### config.mk
export PLATFORM = sky130hd
export DESIGN_NAME = reg_file_mp_flat
export DESIGN_NICKNAME = d
export VERILOG_FILES = /design/src/rtl/reg_file_mp_pkg.sv /design/src/rtl/reg_file_mp_if.sv /design/src/rtl/reg_file_mp_scoreboard.sv /design/src/rtl/reg_file_mp.sv /design/src/flat_wrapper.sv
export SDC_FILE = /design/constraint.sdc
export NUM_CORES = 2
export LEC_CHECK = 0
export ABC_AREA = 0
export CORE_MARGIN = 1
export CORE_UTILIZATION = 49
export DETAILED_ROUTE_END_ITERATION = 6
export PLACE_DENSITY = 0.68
export SYNTH_ARGS = -nofsm -noshare
export SYNTH_HDL_FRONTEND = slang
export SYNTH_HIERARCHICAL = 1
export SYNTH_SLANG_ARGS = --single-unit
### constraint.sdc
create_clock -name CLOCK_50 -period 3 [get_ports CLOCK_50]
set_input_delay 0.3 -clock CLOCK_50 [delete_from_list [all_inputs] [get_ports CLOCK_50]]
set_output_delay 0.3 -clock CLOCK_50 [all_outputs]
set_load 0.03 [all_outputs]
### src/rtl/reg_file_mp_pkg.sv
// rf_pkg: default sizing constants and the register-index type shared by
// the register file, its scoreboard and its bus interface.
package rf_pkg;
    localparam int DATA_W_DEF = 32;
    localparam int ADDR_W_DEF = 4;
    localparam int PC_W_DEF   = 16;
    localparam int PC_IDX_DEF = 15;

    typedef logic [ADDR_W_DEF-1:0] reg_idx_t;
endpackage

### src/rtl/reg_file_mp_if.sv
// reg_file_mp_if: read/write/scoreboard/PC bus of the register file.
// master = core side driving addresses and strobes, slave = register file.
interface reg_file_mp_if import rf_pkg::*; #(
    parameter int DATA_W = DATA_W_DEF,
    parameter int ADDR_W = ADDR_W_DEF,
    parameter int PC_W   = PC_W_DEF
);
    logic [ADDR_W-1:0] ARn, ARs, ARm, ARd;
    logic              write_en;
    logic [DATA_W-1:0] write_data;
    logic [PC_W-1:0]   PC_next;
    logic              PC_en;
    logic              sb_set;
    logic [ADDR_W-1:0] sb_addr;
    logic [DATA_W-1:0] Rn, Rs, Rm, Rd;
    logic              busy_n, busy_s, busy_m;
    logic [PC_W-1:0]   PC_out;

    modport master (
        output ARn, ARs, ARm, ARd, write_en, write_data, PC_next, PC_en, sb_set, sb_addr,
        input  Rn, Rs, Rm, Rd, busy_n, busy_s, busy_m, PC_out
    );
    modport slave (
        input  ARn, ARs, ARm, ARd, write_en, write_data, PC_next, PC_en, sb_set, sb_addr,
        output Rn, Rs, Rm, Rd, busy_n, busy_s, busy_m, PC_out
    );
endinterface

### src/rtl/reg_file_mp_scoreboard.sv
// rf_scoreboard: one pending bit per register. A write retires the bit of
// its destination, a same-edge issue to that index wins, and the PC index
// can never become pending.
module rf_scoreboard import rf_pkg::*; #(
    parameter int ADDR_W = ADDR_W_DEF,
    parameter int PC_IDX = PC_IDX_DEF,
    parameter int PORTS  = 3
) (
    input  logic                          clk,
    input  logic                          rst,
    input  logic                          set_en,
    input  logic [ADDR_W-1:0]             set_addr,
    input  logic                          clr_en,
    input  logic [ADDR_W-1:0]             clr_addr,
    input  logic [PORTS-1:0][ADDR_W-1:0]  look_addr,
    output logic [PORTS-1:0]              look_busy
);
    localparam int DEPTH = 2**ADDR_W;
    localparam logic [ADDR_W-1:0] PC_A = ADDR_W'(PC_IDX);

    logic [DEPTH-1:0] busy, busy_nxt;

    // clear first, then set, so a new issue overrides a retiring write
    always_comb begin
        busy_nxt = busy;
        if (clr_en)
            busy_nxt[clr_addr] = 1'b0;
        if (set_en && (set_addr != PC_A))
            busy_nxt[set_addr] = 1'b1;
        busy_nxt[PC_A] = 1'b0;
    end

    // pending-bit state; reset drops every outstanding issue
    always_ff @(posedge clk) begin
        if (rst) busy <= '0;
        else     busy <= busy_nxt;
    end

    // per-port pending lookup
    always_comb begin
        for (int p = 0; p < PORTS; p++)
            look_busy[p] = busy[look_addr[p]];
    end
endmodule

### src/rtl/reg_file_mp.sv
// reg_file_mp: 4-read / 1-write register file with the PC aliased at
// index PC_IDX and a per-register pending scoreboard.
// Optional feature macro RF_BYPASS_EN: reads of the address being written
// return write_data in the same cycle and report not-busy.
module reg_file_mp import rf_pkg::*; #(
    parameter int DATA_W   = DATA_W_DEF,
    parameter int ADDR_W   = ADDR_W_DEF,
    parameter int PC_W     = PC_W_DEF,
    parameter int PC_IDX   = PC_IDX_DEF,
    parameter int RESET_PC = 0
) (
    input  logic          CLOCK_50,
    input  logic          RESET,
    reg_file_mp_if.slave  bus
);
    localparam int DEPTH = 2**ADDR_W;
    localparam logic [ADDR_W-1:0] PC_A = ADDR_W'(PC_IDX);

    logic [DATA_W-1:0]             regs [DEPTH];
    logic [PC_W-1:0]               pc;
    logic                          branch;
    logic [3:0][ADDR_W-1:0]        rd_addr;
    logic [3:0][DATA_W-1:0]        rd_data;
    logic [2:0]                    byp;
    logic [2:0]                    sb_busy;

    assign branch  = bus.write_en && (bus.ARd == PC_A);
    assign rd_addr = {bus.ARd, bus.ARm, bus.ARs, bus.ARn};

    // general registers; the PC slot in the array is never written
    always_ff @(posedge CLOCK_50) begin
        if (RESET) begin
            for (int i = 0; i < DEPTH; i++)
                regs[i] <= '0;
        end else if (bus.write_en && !branch) begin
            regs[bus.ARd] <= bus.write_data;
        end
    end

    // PC: branch write beats sequential advance; PC_en low stalls
    always_ff @(posedge CLOCK_50) begin
        if (RESET)        pc <= PC_W'(RESET_PC);
        else if (branch)  pc <= bus.write_data[PC_W-1:0];
        else if (bus.PC_en) pc <= bus.PC_next;
    end

    // combinational read ports, PC index aliased, optional write bypass
    always_comb begin
        for (int g = 0; g < 4; g++) begin
            rd_data[g] = (rd_addr[g] == PC_A) ? DATA_W'(pc) : regs[rd_addr[g]];
`ifdef RF_BYPASS_EN
            if (bus.write_en && (rd_addr[g] == bus.ARd))
                rd_data[g] = (bus.ARd == PC_A) ? DATA_W'(bus.write_data[PC_W-1:0])
                                               : bus.write_data;
`endif
        end
    end

    // bypassed reads see retired data, so their pending flag is masked
    always_comb begin
        for (int g = 0; g < 3; g++) begin
            byp[g] = 1'b0;
`ifdef RF_BYPASS_EN
            byp[g] = bus.write_en && (rd_addr[g] == bus.ARd);
`endif
        end
    end

    rf_scoreboard #(
        .ADDR_W (ADDR_W),
        .PC_IDX (PC_IDX),
        .PORTS  (3)
    ) u_sb (
        .clk       (CLOCK_50),
        .rst       (RESET),
        .set_en    (bus.sb_set),
        .set_addr  (bus.sb_addr),
        .clr_en    (bus.write_en),
        .clr_addr  (bus.ARd),
        .look_addr (rd_addr[2:0]),
        .look_busy (sb_busy)
    );

    assign bus.Rn     = rd_data[0];
    assign bus.Rs     = rd_data[1];
    assign bus.Rm     = rd_data[2];
    assign bus.Rd     = rd_data[3];
    assign bus.busy_n = sb_busy[0] & ~byp[0];
    assign bus.busy_s = sb_busy[1] & ~byp[1];
    assign bus.busy_m = sb_busy[2] & ~byp[2];
    assign bus.PC_out = pc;
endmodule

### src/flat_wrapper.sv
// flat-port wrapper written by rule: the top's interface ports become plain ports
module reg_file_mp_flat import rf_pkg::*;
#(
    parameter int DATA_W   = DATA_W_DEF,
    parameter int ADDR_W   = ADDR_W_DEF,
    parameter int PC_W     = PC_W_DEF,
    parameter int PC_IDX   = PC_IDX_DEF,
    parameter int RESET_PC = 0
)
  (CLOCK_50, RESET, bus_ARn, bus_ARs, bus_ARm, bus_ARd, bus_write_en, bus_write_data, bus_PC_next, bus_PC_en, bus_sb_set, bus_sb_addr, bus_Rn, bus_Rs, bus_Rm, bus_Rd, bus_busy_n, bus_busy_s, bus_busy_m, bus_PC_out);
  reg_file_mp_if #(.DATA_W(DATA_W), .ADDR_W(ADDR_W), .PC_W(PC_W)) bus_i ();
  input  logic CLOCK_50;
  input  logic RESET;
  input wire logic [$bits(bus_i.ARn)-1:0] bus_ARn;
  input wire logic [$bits(bus_i.ARs)-1:0] bus_ARs;
  input wire logic [$bits(bus_i.ARm)-1:0] bus_ARm;
  input wire logic [$bits(bus_i.ARd)-1:0] bus_ARd;
  input wire logic [$bits(bus_i.write_en)-1:0] bus_write_en;
  input wire logic [$bits(bus_i.write_data)-1:0] bus_write_data;
  input wire logic [$bits(bus_i.PC_next)-1:0] bus_PC_next;
  input wire logic [$bits(bus_i.PC_en)-1:0] bus_PC_en;
  input wire logic [$bits(bus_i.sb_set)-1:0] bus_sb_set;
  input wire logic [$bits(bus_i.sb_addr)-1:0] bus_sb_addr;
  output wire logic [$bits(bus_i.Rn)-1:0] bus_Rn;
  output wire logic [$bits(bus_i.Rs)-1:0] bus_Rs;
  output wire logic [$bits(bus_i.Rm)-1:0] bus_Rm;
  output wire logic [$bits(bus_i.Rd)-1:0] bus_Rd;
  output wire logic [$bits(bus_i.busy_n)-1:0] bus_busy_n;
  output wire logic [$bits(bus_i.busy_s)-1:0] bus_busy_s;
  output wire logic [$bits(bus_i.busy_m)-1:0] bus_busy_m;
  output wire logic [$bits(bus_i.PC_out)-1:0] bus_PC_out;
  assign bus_i.ARn = bus_ARn;
  assign bus_i.ARs = bus_ARs;
  assign bus_i.ARm = bus_ARm;
  assign bus_i.ARd = bus_ARd;
  assign bus_i.write_en = bus_write_en;
  assign bus_i.write_data = bus_write_data;
  assign bus_i.PC_next = bus_PC_next;
  assign bus_i.PC_en = bus_PC_en;
  assign bus_i.sb_set = bus_sb_set;
  assign bus_i.sb_addr = bus_sb_addr;
  assign bus_Rn = bus_i.Rn;
  assign bus_Rs = bus_i.Rs;
  assign bus_Rm = bus_i.Rm;
  assign bus_Rd = bus_i.Rd;
  assign bus_busy_n = bus_i.busy_n;
  assign bus_busy_s = bus_i.busy_s;
  assign bus_busy_m = bus_i.busy_m;
  assign bus_PC_out = bus_i.PC_out;
  reg_file_mp #(.DATA_W(DATA_W), .ADDR_W(ADDR_W), .PC_W(PC_W), .PC_IDX(PC_IDX), .RESET_PC(RESET_PC)) u_core (.CLOCK_50(CLOCK_50), .RESET(RESET), .bus(bus_i));
endmodule
==> Word level (Yosys, flattened, before mapping) <==
Memories as Yosys holds them, arrays and structs flattened.
Cells that the tools add are included.
{ "classes": {"eq_ne": 5, "n_mux": 26, "bitwise": 3, "magnitude_cmp": 7, "reduce_logical": 8} }
{ "op_table": {"columns": ["cell", "n"], "rows": [
  ["$mux W32", 5],
  ["$mux W16", 2],
  ["$reduce_or A32 Y1", 1],
  ["$mux W15", 2],
  ["$lt A4 B5 Y1 const B", 5],
  ["$eq A4 B4 Y1 const B", 4],
  ["$and A15 B15 Y15", 1],
  ["$not A15 Y15", 1],
  ["$or A15 B15 Y15", 1],
  ["$bmux W1 S4", 3],
  ["$mux W1", 11],
  ["$demux W1 S4", 2],
  ["$ge A4 B1 Y1 const B", 2],
  ["$logic_and A1 B1 Y1", 5],
  ["$mux W4", 1],
  ["$ne A4 B4 Y1 const B", 1],
  ["$reduce_bool A2 Y1", 1],
  ["$logic_not A1 Y1", 1]
]} }
{ "word_totals": {"n_memories": 1, "input_bits": 73, "out_inout_bits": 147, "mem_bits_rw": 512, "ff_bits": 31} }
{ "mem_list": {"columns": ["memory", "words", "width", "rd", "rd_clocked_by_memory_dff", "wr", "line_no", "rtl"], "rows": [
  ["u_core.regs", 16, 32, 4, 0, 16, "reg_file_mp.sv:19", "logic [DATA_W-1:0] regs [DEPTH];"]
]} }

==> Depth between registers and ports, before layout <==
{ "logic_depth": {"depth_word": 9, "depth_mapped": 8} }

==> Cells and area by module <==
Netlist, hierarchy kept.
{ "modules_own_cells": {"columns": ["mod", "instances", "area_per_inst_um2", "cells_per_inst"], "rows": [
  ["reg_file_mp", 1, 35984.5, 2861],
  ["rf_scoreboard", 1, 1023.5, 111]
]} }

==> Worst setup path before layout <==
Ideal clock, no wire load.
{ "synth_path": {"path_kind": "input port to output port", "start": "input port bus_ARm[0]", "end": "output port bus_Rm[2]", "cell_stages": 6, "n_path_buf": 3, "arrival_time_ps": 2025, "setup_slack_ps": 675, "path_cell_list": "buf_2 or2_2 clkbuf_1 clkbuf_1 o221a_2 o21ai_0"} }
{ "synth_between": {"elab_chain_len": 2, "elab_cells_between_ends": 3, "cone_classes": "eq/ne (1); mux (1); memory (1)"} }
{ "synth_rtl": {"columns": ["element", "line_no", "rtl"], "rows": [
  ["start, declared", "flat_wrapper.sv:16", "input wire logic [$bits(bus_i.ARm)-1:0] bus_ARm;"],
  ["$mem_v2 Z16 W32 or $eq A4 B4 Y1 (tied branches)", null, null],
  ["$mux W32 (*)", "reg_file_mp.sv:50", "rd_data[g] = (rd_addr[g] == PC_A) ? DATA_W'(pc) : regs[rd_addr[g]];"],
  ["end, declared", "flat_wrapper.sv:26", "output wire logic [$bits(bus_i.Rm)-1:0] bus_Rm;"]
]} }
Every way passes the cells marked *; elsewhere a longest branch is shown, timed or not.

==> Worst setup path after layout <==
{ "layout_path": {"start": "input port bus_ARs[0]", "end": "output port bus_Rs[22]"} }
{ "layout_between": {"elab_chain_len": 2, "elab_cells_between_ends": 3, "cone_classes": "eq/ne (1); mux (1); memory (1)"} }
{ "layout_rtl": {"columns": ["element", "line_no", "rtl"], "rows": [
  ["start, declared", "flat_wrapper.sv:15", "input wire logic [$bits(bus_i.ARs)-1:0] bus_ARs;"],
  ["$mem_v2 Z16 W32 or $eq A4 B4 Y1 (tied branches)", null, null],
  ["$mux W32 (*)", "reg_file_mp.sv:50", null],
  ["end, declared", "flat_wrapper.sv:25", "output wire logic [$bits(bus_i.Rs)-1:0] bus_Rs;"]
]} }
Marks and branches as above.

==> reports/metrics.yaml <==
place:
  post-place-ws_ps: 188.8
  dpl_cell_area_sq_um: 41050
  place_congestion: 1.003
  placed_cells: 4020
  io_buffers: 219
  dp_hpwl_mm: 95.00
sta:
  setup_viol: 0
  rsz0062_at_grt: "false"
  drv_slew: 0
  max_freq_mhz: 341.0
  fin_setup_tns_ps: 0
  period_share_pct: 97.74
  worst_pin_slew_ps: 1430
  setup_ws_ps: 67.82
  fin_crit_ps: 2932
  holdWs_ps: 307.8
  hold_violations: 0
  slew_headroom_pct: 4.649
  skew_ps: 0
synthesis:
  yosysSeqAreaShare_pct: 41.92
  synth_most_common_cell: "edfxtp_1"
  synth_top_area_share_pct: 40.25
  synth_top_area_cell: "edfxtp_1"
  async_flop_share_pct: 0
  synth_area_leaders: "edfxtp_1 (40%), mux4_2 (17%), and2_1 (8.2%), mux2i_1 (7.3%), mux2_2 (4.4%)"
  yosysUniqueCellTypes: 52
  syn_area_per_cell_sq_um: 12.45
  synthTopCellsByCount: "edfxtp_1 (496), and2_1 (483), mux4_2 (283), mux2i_1 (269), clkbuf_1 (165)"
  synth_ff_type: "edfxtp_1"
  syn_inst: 2972
  yosysWarnings: 6
  synth_area_sq_um: 37010
  synth_edf_count: 496
  ys_seq_elements: 527
routing:
  drtPass1Iterations: 7
  drc: 1
  wl_met1_mm: 54.13
  dr.max_layer_used: "met4"
  avgViaCountPerCell: 7.493
  route.met3.wl_mm: 20.10
  first_iter_violations: 5583
  vias: 30976
  ant_nets: 0
  wl_met2_mm: 66.16
  avgRoutedWirePerCell_microns: 36.24
  drt-total-wl_mm: 149.8
grt:
  grt_use_total_pct: 38.30
  grt_pass1_wl_mm: 213.3
  grt_pass1_vias: 30105
  gr-total-overflow: 0
  grt_start_max_net_pins: 71
  antenna_found_initial: 2
setup_path:
  cp-endpoint: "bus_Rs[22]"
  cp_max_fo: 27
  crit_path_end_kind: "output pin"
  critPathLaunch: "bus_ARs[0]"
  crit_slowest_cell: "nor2_1"
  path_cells: "buf_6, buf_4, nor2_1, buf_4, a221oi_1, a21oi_1, buf_4"
  cp_top_family: "buffers and inverters"
  worst_ep_arrival_time_ps: 2630
  path_common_cell: "buf_4"
  worst_r2r_endpoint: "u_core/bus.PC_out[3]"
  ff2ff_path_depth: 2
  path_buf_inv: 4
  rr_startpoint: "u_core/bus.PC_out[3]"
  start_kind: "input pin"
  cp.required_ps: 2700
  cp.depth: 7
  path_class: "input pin to output pin"
  r2r_setup_slack_ps: 2000
  max_stage_delay_ps: 770
hold_path:
  min_from: "bus_PC_next[7]"
  hold_path.class: "input pin to register"
die:
  start_util_pct: 49.63
  fp.dieH_microns: 276.8
  rows: 100
  num_io_pins: 220
  die_area_sq_um: 76630
  core_area_sq_um: 74570
  die_w_microns: 276.8
power_and_ir_drop:
  power_density_nw_per_um2: 509.2
  p_seq_share_pct: 40.9
  pwr-share-clk_pct: 36.0
  switching_share_pct: 30.05
  p_leak_nw: 15.50
  p_comb_share_pct: 23.2
  internal-power_mw: 15.36
  switching_power_mw: 6.601
  peakVddDrop_v: 0.0004303
  power_mw: 21.96
clocking:
  cts_buffer_depth: 3
  clock_sinks: 527
  cts_resized: 0
  cts_max_level: 2
  cts_setup_buffers: 0
  hold_buffers: 0
  cts_tree: "built"
  clk_pin_slew_ps: 60
  insertion_delay_ps: 630
  cts_made_buffers: 60
  root_buffer: "clkbuf_16"
final_layout:
  drive_gt1_share_pct: 29.37
  final_util_pct: 57.84
  areaGrowthSynthToFinish_pct: 16.55
  final_cells: 4134
  finalNetCount: 3186
  num-fill-cells: 5984
  design_area_sq_um: 43130
run_status:
  outcome: "complete, but fails checks"
  violations: "DRC"
flow_run:
  maxCapViolCount: 0
-- metal layers --
metal	vias up	global-route usage, %
met1	15371	51.01
met3	593	9.483
met4	0	21.84
li1	12128	-
met5	-	0
met2	2884	57.22
-- worst min path at each step --
| stage | end | depth (start not counted) |
|---|---|---|
| after floorplan | u_core/u_sb/busy[10] | 1 |
| after global placement | u_core/u_sb/busy[8] | 2 |
| after detailed placement | u_core/u_sb/busy[10] | 2 |
| after CTS | u_core/u_sb/busy[7] | 4 |
| after global routing | u_core/bus.PC_out[15] | 3 |
| final | u_core/bus.PC_out[7] | 3 |
-- power by group through the flow --
stage | clock network [mW] | logic [mW] | registers, mW
finish | 7.90 | 5.09 | 8.98
global route | 8.17 | 5.20 | 9.01
CTS | 7.90 | 4.96 | 8.93
detailed placement | 0 | 4.95 | 9.09
global placement | 0 | 4.90 | 9.04
floorplan | 0 | 2.94 | 8.93
-- layout make-up --
class	count	area [sq um]	area share, %
antenna	2	5.005	0.01160
tap	969	1212	2.811
timing repair buffer	389	4257	9.869
clock buffer	67	1528	3.542
multi-input combinational	2133	20060	46.50
clock inverter	45	549.3	1.273
inverter	2	7.507	0.01741
sequential	527	15510	35.97
-- placed cells by master, fill, tap and decap left out, types with 56 or more instances in the layout --
cell             Yosys  final
edfxtp_1           496    496
and2_1             483    483
mux4_2             283    283
mux2i_1            269    269
buf_4               51    214
mux2_2             144    144
a21oi_1            127    127
a22oi_1             98     98
o21ai_0             97     97
o221ai_1            96     96
buf_12               0     91
nor2_1              86     77
clkdlybuf4s50_1      0     71
clkbuf_16            0     60
nand3_1             56     56
-- sequential cells by signal (all words and copies together), names as in the netlist --
signal,cells
u_core/bus.PC_out,16
u_core/regs,496
u_core/u_sb/busy,15
-- worst min-delay path, stage by stage --
cell             delay [ps]
clkdlybuf4s50_1         390
mux2i_1                 130
a211oi_1                 80
-- logic make-up (layout without fill, tap and decap cells) --
group	count (synthesis)	after routing	share of synthesized area [%]
simple gates	748	748	11.93
mux	698	698	29.02
other cells	1	18	0.01013
compound gates	671	671	12.92
buf+inv	327	503	4.199
flops	527	527	41.92
(Power assumes the default switching activity.)
==> RTL edit: new RTL, same settings <==
The option `RF_BYPASS_EN` is turned on by a define.
--- a/src/rtl/reg_file_mp.sv
+++ b/src/rtl/reg_file_mp.sv
@@ -4,2 +4,4 @@
 // return write_data in the same cycle and report not-busy.
+`define RF_BYPASS_EN
+
 module reg_file_mp import rf_pkg::*; #(
Behaviour: not the same (Yosys sat finds a counterexample within 4 cycles, from zero or initial values and one cycle with RESET high).
==> RTL edit against the original RTL <==
The run still ends with DRC left; total power grew 0.47%; critical path type is now flop to output port; non-clock buffer count rose by 65; sequential cell count is the same; highest routed layer unchanged; synthesized area up 2.0%; worst setup slack got worse by 0.055 ns; wire length fell by 3.1%; largest cell class unchanged; via count is 0.26% higher; design area up 2.9%; maximum frequency decreased by 1.9%.
==> RTL edit: results (changes against the original RTL) <==
- Status: finished with violations
- Failing checks: DRC
- HPWL Detailed: 92.3 mm (-2.8%)
- Total track usage: 36.8% (-1.5 points)
- VDD IR max: 463 µV (+7.5%)
- DR iter-0 viols: 4,744 (-15%)
- I/O Buffers: 219 (unchanged)
- Setup Fix Bufs, Post-CTS: 0 (unchanged)
- Clock Skews: 0 ns (unchanged)
- Reg2reg setup slack: 1.89 ns (-0.11 ns)
- DRC: 2 (+1)
- Vias in the first global route: 30,792 (+2.3%)
- Clock slew at reported path FFs: 0.06 ns (about the same)
- Seq group: 8.92 mW (-0.7%)
- P_leak: 15.3 nW (-1.3%)
- Sequential share of the synthesized area: 41.1% (-0.83 points)
- Number of synthesized flops with an enable pin: 496 (unchanged)
- Fraction of layout cells with a size suffix above 1: 33.0% (+3.7 points)
- CTS Hold Bufs: 0 (unchanged)
- Inserted Clock Buffers: 59 (-1.7%)
- Final WL: 145 mm (-3.1%)
- Nets: 3,093 (-2.9%)
- RD Place Congestion: 1.00 (+0.16%)
- Netlist cell types: 61 (+17%)
- CP arrival: 2.69 ns (+0.06 ns)
- Least-Margin Pin Slew: 1.02 ns (-0.407 ns)
- Avg WL per Cell: 35.4 µm (-2.3%)
- Synth Warn #: 6 (unchanged)
- Initial antenna violation count: 2 (unchanged)
- Synth cell count leaders: edfxtp_1, mux4_2, nor3_1
- CP top delay family: compound AO/OA/AOI/OAI gates
- CTS root buf: clkbuf_16
- Clk pwr: 7.48 mW (-5.3%)
- DRT Pass-1 Iters: 7 (unchanged)
- Hold slack final: 0.256 ns (-0.0521 ns)
- PostCTS Resize Cnt: 0 (unchanged)
- PnR Total Power: 22.1 mW (+0.47%)
- Clk_lat worst skew: 0.66 ns (+0.03 ns)
- # H-tree levels: 2 (unchanged)
- Top post-synthesis cells by area: edfxtp_1, mux4_2, and2_1
- Worst min path class: primary input to flop
- Mean Syn Cell Area: 13.3 µm² (+7.0%)
- Sw power: 6.67 mW (+1.0%)
- Routed vias/inst: 7.57 (+1.0%)
- CP Max Fanout: 4 (-85%)
- DP Area: 42,300 µm² (+3.0%)
- Cell count after placement: 3,989 (-0.77%)
- Slowest-stage cell, CP: a211oi_1
- Max incr delay on CP: 0.53 ns (-0.24 ns)
- Largest net degree at the start of global routing: 69 (-2.8%)
- Pre-CTS setup slack: 0.0224 ns (-0.166 ns)
- First-pass GRT wire length: 210 mm (-1.7%)
RTL edit: cell count changes after synthesis, sizes merged, moves of 48 or more:
| cell | before | now |
|---|---|---|
| mux2i | 269 | 35 |
| o21ai | 125 | 15 |
| nor3 | 4 | 259 |
| mux2 | 144 | 64 |
| and2 | 483 | 249 |
| o32ai | 0 | 48 |
| a21oi | 127 | 31 |
| a22oi | 98 | 32 |
| o221a | 48 | 0 |
| a211oi | 16 | 80 |
| o22ai | 31 | 99 |
| a221oi | 48 | 0 |
| mux4 | 285 | 457 |
RTL edit: cell type report:
cell class | count | area (µm²)
inverter | 18 | 67.6
fill | 5970 | 31700
multi-input combinational | 1960 | 20500
clock buffer | 74 | 1600
antenna | 3 | 7.51
tap | 1030 | 1290
timing repair buffer | 454 | 5020
sequential | 527 | 15500
clock inverter | 36 | 379
RTL edit: layer usage:
| metal | track usage [%] | wire length, µm | vias to the layer above |
|---|---|---|---|
| met4 | 20.7 | 9340 | 0 |
| met1 | 46.9 | 49000 | 15344 |
| met3 | 11.7 | 21300 | 664 |
| li1 | - | - | 12053 |
| met2 | 55.7 | 65600 | 2995 |
| met5 | 0 | 0 | - |
RTL edit: cells by family after synthesis:
| family | synth area share (%) |
|---|---|
| AOI/OAI and AO/OA | 9.63 |
| xor gates and xnor gates | 0.278 |
| buffers and inverters | 5.09 |
| DFF | 41.1 |
| muxes | 30.6 |
| other | 0.00993 |
| and+or+nand+nor | 13.3 |
RTL edit: final timing paths:
check | startpoint | to | cells after the start
min reg2reg | u_core/u_sb/busy[10] | u_core/u_sb/busy[10] | 2
max reg2reg | u_core/bus.PC_out[2] | u_core/bus.PC_out[2] | 2
max | u_core/regs[5][4] | bus_Rm[4] | 5
min | RESET | u_core/u_sb/busy[0] | 3
